[src/rtl/systolic_pkg.sv]
// Definitions shared by the systolic controller and its result drain:
// drain FSM encoding, index-width rule and flat-bus element slicing.
package systolic_pkg;

    typedef enum logic [0:0] {
        IDLE  = 1'b0,
        DRAIN = 1'b1
    } drain_state_t;

    // Index counters never collapse to zero width, even for N=1.
    function automatic int idx_width(input int n);
        return (n <= 1) ? 1 : $clog2(n);
    endfunction

    // Element k of a flat result bus occupies bits [(k+1)*w-1 : k*w].
    function automatic int elem_lsb(input int k, input int w);
        return k * w;
    endfunction

    function automatic int elem_msb(input int k, input int w);
        return (k + 1) * w - 1;
    endfunction

endpackage

[src/rtl/result_drain_if.sv]
// Valid/ready element stream leaving the result drain, tagged with
// row/column position and a last-element marker.
interface result_drain_if
    import systolic_pkg::*;
#(
    parameter int W = 32,
    parameter int N = 3
);
    localparam int IDXW = idx_width(N);

    logic [W-1:0]    data;
    logic            valid;
    logic            ready;
    logic            last;
    logic [IDXW-1:0] row;
    logic [IDXW-1:0] col;

    modport master (
        output data,
        output valid,
        output last,
        output row,
        output col,
        input  ready
    );

    modport slave (
        input  data,
        input  valid,
        input  last,
        input  row,
        input  col,
        output ready
    );

endinterface

[src/rtl/result_drain.sv]
// Snapshots the N*N result vector on a sync strobe and streams it out
// row-major, one element per handshake, so the array can start over.
module result_drain
    import systolic_pkg::*;
#(
    parameter int W = 32,
    parameter int N = 3
) (
    input  logic             i_clk,
    input  logic             i_rst_n,
    input  logic             i_en,
    input  logic             i_sync,
    input  logic [W*N*N-1:0] i_C,
    result_drain_if.master   m_out,
    output logic             o_busy,
    output logic             o_overrun,
    input  logic             i_clr_ovr
);

    localparam int NN   = N * N;
    localparam int IDXW = idx_width(N);
    localparam int KW   = idx_width(NN);

    drain_state_t    r_state;
    drain_state_t    w_state_next;
    logic [KW-1:0]   r_k;
    logic [KW-1:0]   w_k_next;
    logic [IDXW-1:0] r_row;
    logic [IDXW-1:0] w_row_next;
    logic [IDXW-1:0] r_col;
    logic [IDXW-1:0] w_col_next;
    logic            r_overrun;
    logic [W-1:0]    r_buf  [NN];
    logic [W-1:0]    w_elem [NN];

    logic w_valid;
    logic w_xfer;
    logic w_last_k;
    logic w_last_xfer;
    logic w_capture;
    logic w_ovr_set;

    for (genvar gi = 0; gi < NN; gi++) begin : g_slice
        assign w_elem[gi] = i_C[elem_lsb(gi, W) +: W];
    end

    assign w_valid     = (r_state == DRAIN);
    assign w_xfer      = w_valid && m_out.ready;
    assign w_last_k    = (r_k == KW'(NN - 1));
    assign w_last_xfer = w_xfer && w_last_k;
    // A strobe is taken when idle, or when it coincides with the final
    // transfer so back-to-back results drain without a bubble.
    assign w_capture   = i_en && i_sync && ((r_state == IDLE) || w_last_xfer);
    assign w_ovr_set   = i_sync && (r_state == DRAIN) && !w_last_xfer;

    always_comb begin
        w_state_next = r_state;
        w_k_next     = r_k;
        w_row_next   = r_row;
        w_col_next   = r_col;
        case (r_state)
            IDLE: begin
                if (w_capture) begin
                    w_state_next = DRAIN;
                    w_k_next     = '0;
                    w_row_next   = '0;
                    w_col_next   = '0;
                end
            end
            DRAIN: begin
                if (w_last_xfer) begin
                    w_state_next = w_capture ? DRAIN : IDLE;
                    w_k_next     = '0;
                    w_row_next   = '0;
                    w_col_next   = '0;
                end else if (w_xfer) begin
                    w_k_next = r_k + 1'b1;
                    if (r_col == IDXW'(N - 1)) begin
                        w_col_next = '0;
                        w_row_next = r_row + 1'b1;
                    end else begin
                        w_col_next = r_col + 1'b1;
                    end
                end
            end
            default: begin
                w_state_next = IDLE;
            end
        endcase
    end

    always_ff @(posedge i_clk) begin
        if (!i_rst_n) begin
            r_state   <= IDLE;
            r_k       <= '0;
            r_row     <= '0;
            r_col     <= '0;
            r_overrun <= 1'b0;
        end else begin
            r_state   <= w_state_next;
            r_k       <= w_k_next;
            r_row     <= w_row_next;
            r_col     <= w_col_next;
            r_overrun <= w_ovr_set | (r_overrun & ~i_clr_ovr);
        end
    end

    // Buffer needs no reset: it is only observable while DRAIN, which
    // always follows a capture.
    always_ff @(posedge i_clk) begin
        if (w_capture) begin
            r_buf <= w_elem;
        end
    end

    assign m_out.valid = w_valid;
    assign m_out.data  = w_valid ? r_buf[r_k] : '0;
    assign m_out.last  = w_valid && w_last_k;
    assign m_out.row   = r_row;
    assign m_out.col   = r_col;
    assign o_busy      = w_valid;
    assign o_overrun   = r_overrun;

endmodule

[src/flat_wrapper.sv]
// flat-port wrapper written by rule: the top's interface ports become plain ports
module result_drain_flat import systolic_pkg::*;
#(
    parameter int W = 32,
    parameter int N = 3
)
  (i_clk, i_rst_n, i_en, i_sync, i_C, o_busy, o_overrun, i_clr_ovr, m_out_data, m_out_valid, m_out_last, m_out_row, m_out_col, m_out_ready);
  result_drain_if #(.W(W), .N(N)) m_out_i ();
  input  logic i_clk;
  input  logic i_rst_n;
  input  logic i_en;
  input  logic i_sync;
  input  logic [W*N*N-1:0] i_C;
  output logic o_busy;
  output logic o_overrun;
  input  logic i_clr_ovr;
  output wire logic [$bits(m_out_i.data)-1:0] m_out_data;
  output wire logic [$bits(m_out_i.valid)-1:0] m_out_valid;
  output wire logic [$bits(m_out_i.last)-1:0] m_out_last;
  output wire logic [$bits(m_out_i.row)-1:0] m_out_row;
  output wire logic [$bits(m_out_i.col)-1:0] m_out_col;
  input wire logic [$bits(m_out_i.ready)-1:0] m_out_ready;
  assign m_out_data = m_out_i.data;
  assign m_out_valid = m_out_i.valid;
  assign m_out_last = m_out_i.last;
  assign m_out_row = m_out_i.row;
  assign m_out_col = m_out_i.col;
  assign m_out_i.ready = m_out_ready;
  result_drain #(.W(W), .N(N)) u_core (.i_clk(i_clk), .i_rst_n(i_rst_n), .i_en(i_en), .i_sync(i_sync), .i_C(i_C), .m_out(m_out_i), .o_busy(o_busy), .o_overrun(o_overrun), .i_clr_ovr(i_clr_ovr));
endmodule
[config.mk]
export PLATFORM = sky130hd
export DESIGN_NAME = result_drain_flat
export DESIGN_NICKNAME = d
export VERILOG_FILES = /design/src/rtl/systolic_pkg.sv /design/src/rtl/result_drain_if.sv /design/src/rtl/result_drain.sv /design/src/flat_wrapper.sv
export SDC_FILE = /design/constraint.sdc
export NUM_CORES = 1
export LEC_CHECK = 0
export ABC_AREA = 1
export ABC_CLOCK_PERIOD_IN_PS = 22200
export BUFFER_PORTS_ARGS = -buffer_cell sky130_fd_sc_hd__buf_4
export CAP_MARGIN = 20
export CORE_MARGIN = 2
export CORE_UTILIZATION = 40
export CTS_CLUSTER_SIZE = 28
export DETAILED_ROUTE_END_ITERATION = 10
export GPL_TIMING_DRIVEN = 0
export SETUP_SLACK_MARGIN = 0.5
export SYNTH_ARGS = -nofsm -noshare
export SYNTH_HDL_FRONTEND = slang
export SYNTH_SLANG_ARGS = --single-unit
[constraint.sdc]
create_clock -name i_clk -period 22.2 [get_ports i_clk]
set_input_delay 2.22 -clock i_clk [delete_from_list [all_inputs] [get_ports i_clk]]
set_output_delay 2.22 -clock i_clk [all_outputs]
set_load 0.01 [all_outputs]
; After elaboration in Yosys (flattened, before gate mapping)
; Index checks and enable logic that the tools add are counted.
[op_classes]
n_addsub = 3
n_mul = 0
div_mod_pow = 0
n_lt_le_gt_ge = 1
n_eq_ne = 5
n_shift = 0
muxes = 20
bitwise = 5
n_reduce_logical = 11
[ops]
columns = operator, n
row1 = $bmux 32 s4, 1
row2 = $mux 32, 3
row3 = $mux 2, 7
row4 = $mux 4, 3
row5 = $pmux 2 s2, 2
row6 = $pmux 4 s2, 1
row7 = $logic_and 1x1->1, 7
row8 = $ne 3x3->1 const B, 2
row9 = $ge 5x5->1 const B, 1
row10 = $not 4->5, 1
row11 = $add 2x1->2 const B, 2
row12 = $add 4x1->4 const B, 1
row13 = $eq 4x4->1 const B, 1
row14 = $reduce_and 3->1, 1
row15 = $eq 2x2->1 const B, 1
row16 = $mux 1, 2
row17 = $ne 2x1->1 const B, 1
row18 = $not 1->1, 2
row19 = $pmux 1 s2, 1
row20 = $reduce_and 2->1, 1
row21 = $and 1x1->1, 1
row22 = $logic_not 1->1, 1
row23 = $logic_or 1x1->1, 1
row24 = $or 1x1->1, 1
[totals]
ff_bits = 298
latchBits = 0
mem_bits_rw = 0
mem_bits_ro = 0
memories = 0

; Logic depth before layout (Yosys ltp)
[logic_depth]
word_depth = 7
mapped_depth = 11

; Least setup slack after synthesis
; No wires, ideal clock.
[synth_timing]
path_kind = input to register
from = input m_out_ready
to = register u_core.r_buf[0] (netlist bit) (enable)
arrival_ps = 14599
path_slack_ps = 6653
cell_stages = 6
path_cell_list = nand2_1 inv_1 nand3_1 nand2_1 inv_1 nor2_1
[synth_via]
elab_chain_cells = 4
[synth_rtl]
columns = element, line_no
row1 = start: declaration, flat_wrapper.sv:22  ; input wire logic [$bits(m_out_i.ready)-1:0] m_out_ready;
row2 = $logic_and 1x1->1, result_drain.sv:48  ; assign w_xfer = w_valid && m_out.ready;
row3 = $logic_and 1x1->1, result_drain.sv:50  ; assign w_last_xfer = w_xfer && w_last_k;
row4 = $logic_or 1x1->1, result_drain.sv:53  ; assign w_capture = i_en && i_sync && ((r_state == IDLE) || w_last_xfer);
row5 = $logic_and 1x1->1, result_drain.sv:53
row6 = named net u_core.w_capture, result_drain.sv:40  ; logic w_capture;
row7 = end signal: assignment, result_drain.sv:112  ; r_buf <= w_elem;
row8 = end: declaration, result_drain.sv:33  ; logic [W-1:0] r_buf [NN];
; The timed path passes the listed nets, and every way through them passes these cells.
; A chain may end at the register's enable or synchronous reset.

; Worst setup path after layout
[layout_timing]
from = register u_core.r_k[0]
to = output m_out_data[20]
[layout_via]
elab_chain_cells = 5
[layout_rtl]
columns = element, line_no
row1 = start: declaration, result_drain.sv:26  ; logic [KW-1:0] r_k;
row2 = start signal: assignment, result_drain.sv:101  ; r_k <= w_k_next;
row3 = $not 4->5 (not written as such), result_drain.sv:117  ; assign m_out.data = w_valid ? r_buf[r_k] : '0;
row4 = $bmux 32 s4, result_drain.sv:117
row5 = $mux 32 (not written as such) (2 in series), result_drain.sv:117
row6 = $mux 32, result_drain.sv:117
row7 = end: declaration, flat_wrapper.sv:17  ; output wire logic [$bits(m_out_i.data)-1:0] m_out_data;
; No other way between the ends. The select of a mux whose other input is x is not followed.

==> results.md <==
* CTS buffer count at 31
* Count of different cell masters after synthesis at 22
* CTS Sinks at 298
* Worst Hold Class: reg -> reg
* Sequential cell area at 8850 um^2
* Final hold violations at 0
* Clock skew at 0.0172 ns
* Critical Path AT at 2.62 ns
* CP Launch Type: flip-flop
* Port buffer count at 333
* CP most frequent cell: nand3_1
* Share of the synthesized area in the top cell type at 68.8%
* Total core area at 30700 um^2
* Max rail drop VDD at 0.0752 mV
* # IOs at 334
* Final core utilization at 54.6%
* RD Place Congestion at 0.833
* Crit path max fanout at 10
* Max-cap violations at 0
* Critical-path cell list: inv_2 -> buf_2 -> clkbuf_1 -> nand2_1 -> nand3_1 -> nand3_1 -> nand3_1 -> a21oi_1 -> buf_4
* Initial core utilization at 40.9%
* Fin. max-slew vios at 0
* WL final at 36700 um
* # resized after CTS at 0
* Fillers at 2774
* Min-delay src: u_core.o_overrun
* PD cells at 76.1 nW/um^2
* Setup violations, final at 0
* Fin nets at 1857
* CTS clk-pin slew, worst paths at 0.06 ns
* Placed wire-length estimate at 27000 um
* Via-to-Cell Ratio at 4.76
* Initial antenna violation count at 3
* Hold_buf cts at 0
* Mapped Area at 12600 um^2
* Setup crit end kind: output pin
* GRT Resource Usage Total at 22.1%
* Avg Cell Area, Syn at 10.6 um^2
* CTS tree: built
* Global route total overflow at 0
* Root Buffer: clkbuf_16
* Metal-1 WL at 14600 um
* Top Family by Delay on Critical Path: buffers and inverters
* Largest cells by area after synthesis: edfxtp_1, nand2_1, nand3_1
* Mapped Cells at 1185
* Pin count of the biggest net entering global routing at 37
* Top Layer Used: met4
* Site Rows at 64
* P_leak at 7.55 nW
* RSZ-0062 raised after global routing: false
* Slowest library cell on the worst path: clkbuf_1
* Die W at 181 um
* Worst Setup SP: u_core.r_k[0]
* CP max stage delay at 0.47 ns
* Dominant cell type by area after synthesis: edfxtp_1
* Seq/Total Area, Yosys at 70.4%
* Multi-input gate area at 2690 um^2
* Die H at 181 um
* Routed wl met2 at 17800 um
* Synth Register Bits at 298
* Total power draw at 1.28 mW
* Met3 WL at 3210 um
* Post-route ant nets at 0
* Worst Tran Pin Value at 0.809 ns
* WS Path Type: reg -> out
* Htree depth at 1
* Die area at 32800 um^2
* # DRC at 0
* Minimum hold slack at 0.469 ns
* Vias at 9450
* Reg2reg path depth at 13
* Status: completed
* Post-synthesis net count at 1481
* Crit share post-route at 21.8%
* Yosys warns at 0
* Place WS at 17.50 ns
* Fmax at 207 MHz
* CP Buf/Inv Count at 4
* First-pass GRT wire length at 54800 um
* Fraction of layout cells with a size suffix above 1 at 26.7%
* Hold path cells at 2
* Worst path required time at 19.98 ns
* Vias in the first global route at 9420
* Max_slew headroom at 45.6%
* CP Depth at 9
* TNS Setup at 0 ns
* Tmin final at 4.84 ns
* FF-to-FF Start: u_core.r_k[0]
* Clock latency on the worst-skew pair at 0.57 ns
* Worst-case clock buffer depth at 3
* Routed len/inst at 18.5 um
* Setup ws final at 17.36 ns
* Post-CTS setup buffers at 0
* Layout Area Growth over Synthesis at 33.6%
* DR iter-0 viols at 789
* Pre-antenna DRT Iters at 5
[area by class of cell]
cell class,count,area share (%)
Multi-Input combinational cell,623,16.0
Sequential cell,298,52.7
Clock buffer,42,5.05
Tap cell,396,2.95
Antenna cell,3,0.0447
Inverter,205,4.58
Clock inverter,16,0.894
Timing Repair Buffer,343,16.2
Buffer,59,1.58
[stage by stage]
stage | instances | instance area [um^2]
after floorplan | 1185 | 12600
after global placement | 1914 | 15600
after detailed placement | 1924 | 15800
after CTS | 1982 | 16800
after global routing | 1983 | 16800
final | 1985 | 16800
[metal layers]
| metal | global-route usage (%) | vias to the layer above |
|---|---|---|
| li1 | - | 4627 |
| met1 | 28.5 | 4393 |
| met2 | 37.5 | 380 |
| met3 | 4.88 | 50 |
| met4 | 6.37 | 0 |
| met5 | 0 | - |
[synthesized netlist by cell type]
library cell and number:
nand2_1 370, ha_1 2, o21a_1 1, nor2_1 7, buf_4 1, inv_2 2
edfxtp_1 288, a21oi_1 40, o22ai_1 1, o21ai_0 1, xnor2_1 1, nor4_2 1
buf_1 5, o21ai_1 1, dfxtp_1 10, clkinv_1 1, xor2_1 1, nor3_1 3
clkbuf_1 21, inv_1 202, nand3_1 194, buf_2 32
[tightest hold or removal path, delay by kind of cell, from the launching register on]
kind	cells	cell delay, ns
flip-flops	1	0.31
AND/OR/NAND/NOR	1	0.06
AO/OA/AOI/OAI	1	0.05
[kinds of logic after synthesis]
kind of cell / share of synthesized area, %
buffers and inverters: 8.24
AOI/OAI and AO/OA: 1.78
DFF: 70.4
xor gates and xnor gates: 0.139
and+or+nand+nor: 19.2
adders and majority gates: 0.199
[flip-flops by register name, indices dropped and copies added (netlist names)]
name and cells:
u_core.m_out.col 2, u_core.o_overrun 1, u_core.r_buf 288, u_core.r_k 4
u_core.m_out.row 2, u_core.m_out.valid 1
[cells in the final DEF, fill, tap and decap left out, types with 2 or more instances in the layout]
| master | count |
|---|---|
| nor2_1 | 6 |
| inv_1 | 202 |
| buf_12 | 8 |
| nand3_1 | 194 |
| clkbuf_16 | 31 |
| diode_2 | 3 |
| ha_1 | 2 |
| clkinv_2 | 5 |
| nand2_1 | 370 |
| buf_4 | 334 |
| nor3_1 | 3 |
| a21oi_1 | 40 |
| buf_16 | 2 |
| bufinv_16 | 3 |
| clkbuf_1 | 29 |
| clkbuf_8 | 3 |
| edfxtp_1 | 288 |
| inv_2 | 2 |
| dfxtp_1 | 10 |
| buf_2 | 32 |
| buf_1 | 5 |
| clkinv_1 | 8 |
[final timing paths]
| check | to | slack (ns) |
|---|---|---|
| max | m_out_data[20] | 17.36 |
| min | u_core.o_overrun | 0.47 |
| max reg2reg | u_core.r_buf[148] | 18.66 |
| min reg2reg | u_core.o_overrun | 0.47 |
[where the power goes]
| part | total [mW] | leakage (nW) | internal (mW) | switching (mW) |
|---|---|---|---|---|
| combinational | 0.113 | 4.29 | 0.0552 | 0.0578 |
| sequential | 0.651 | 2.76 | 0.645 | 0.00587 |
| clock | 0.513 | 0.491 | 0.300 | 0.213 |
| total | 1.28 | 7.55 | 1.00 | 0.277 |
(Power assumes the default switching activity.)
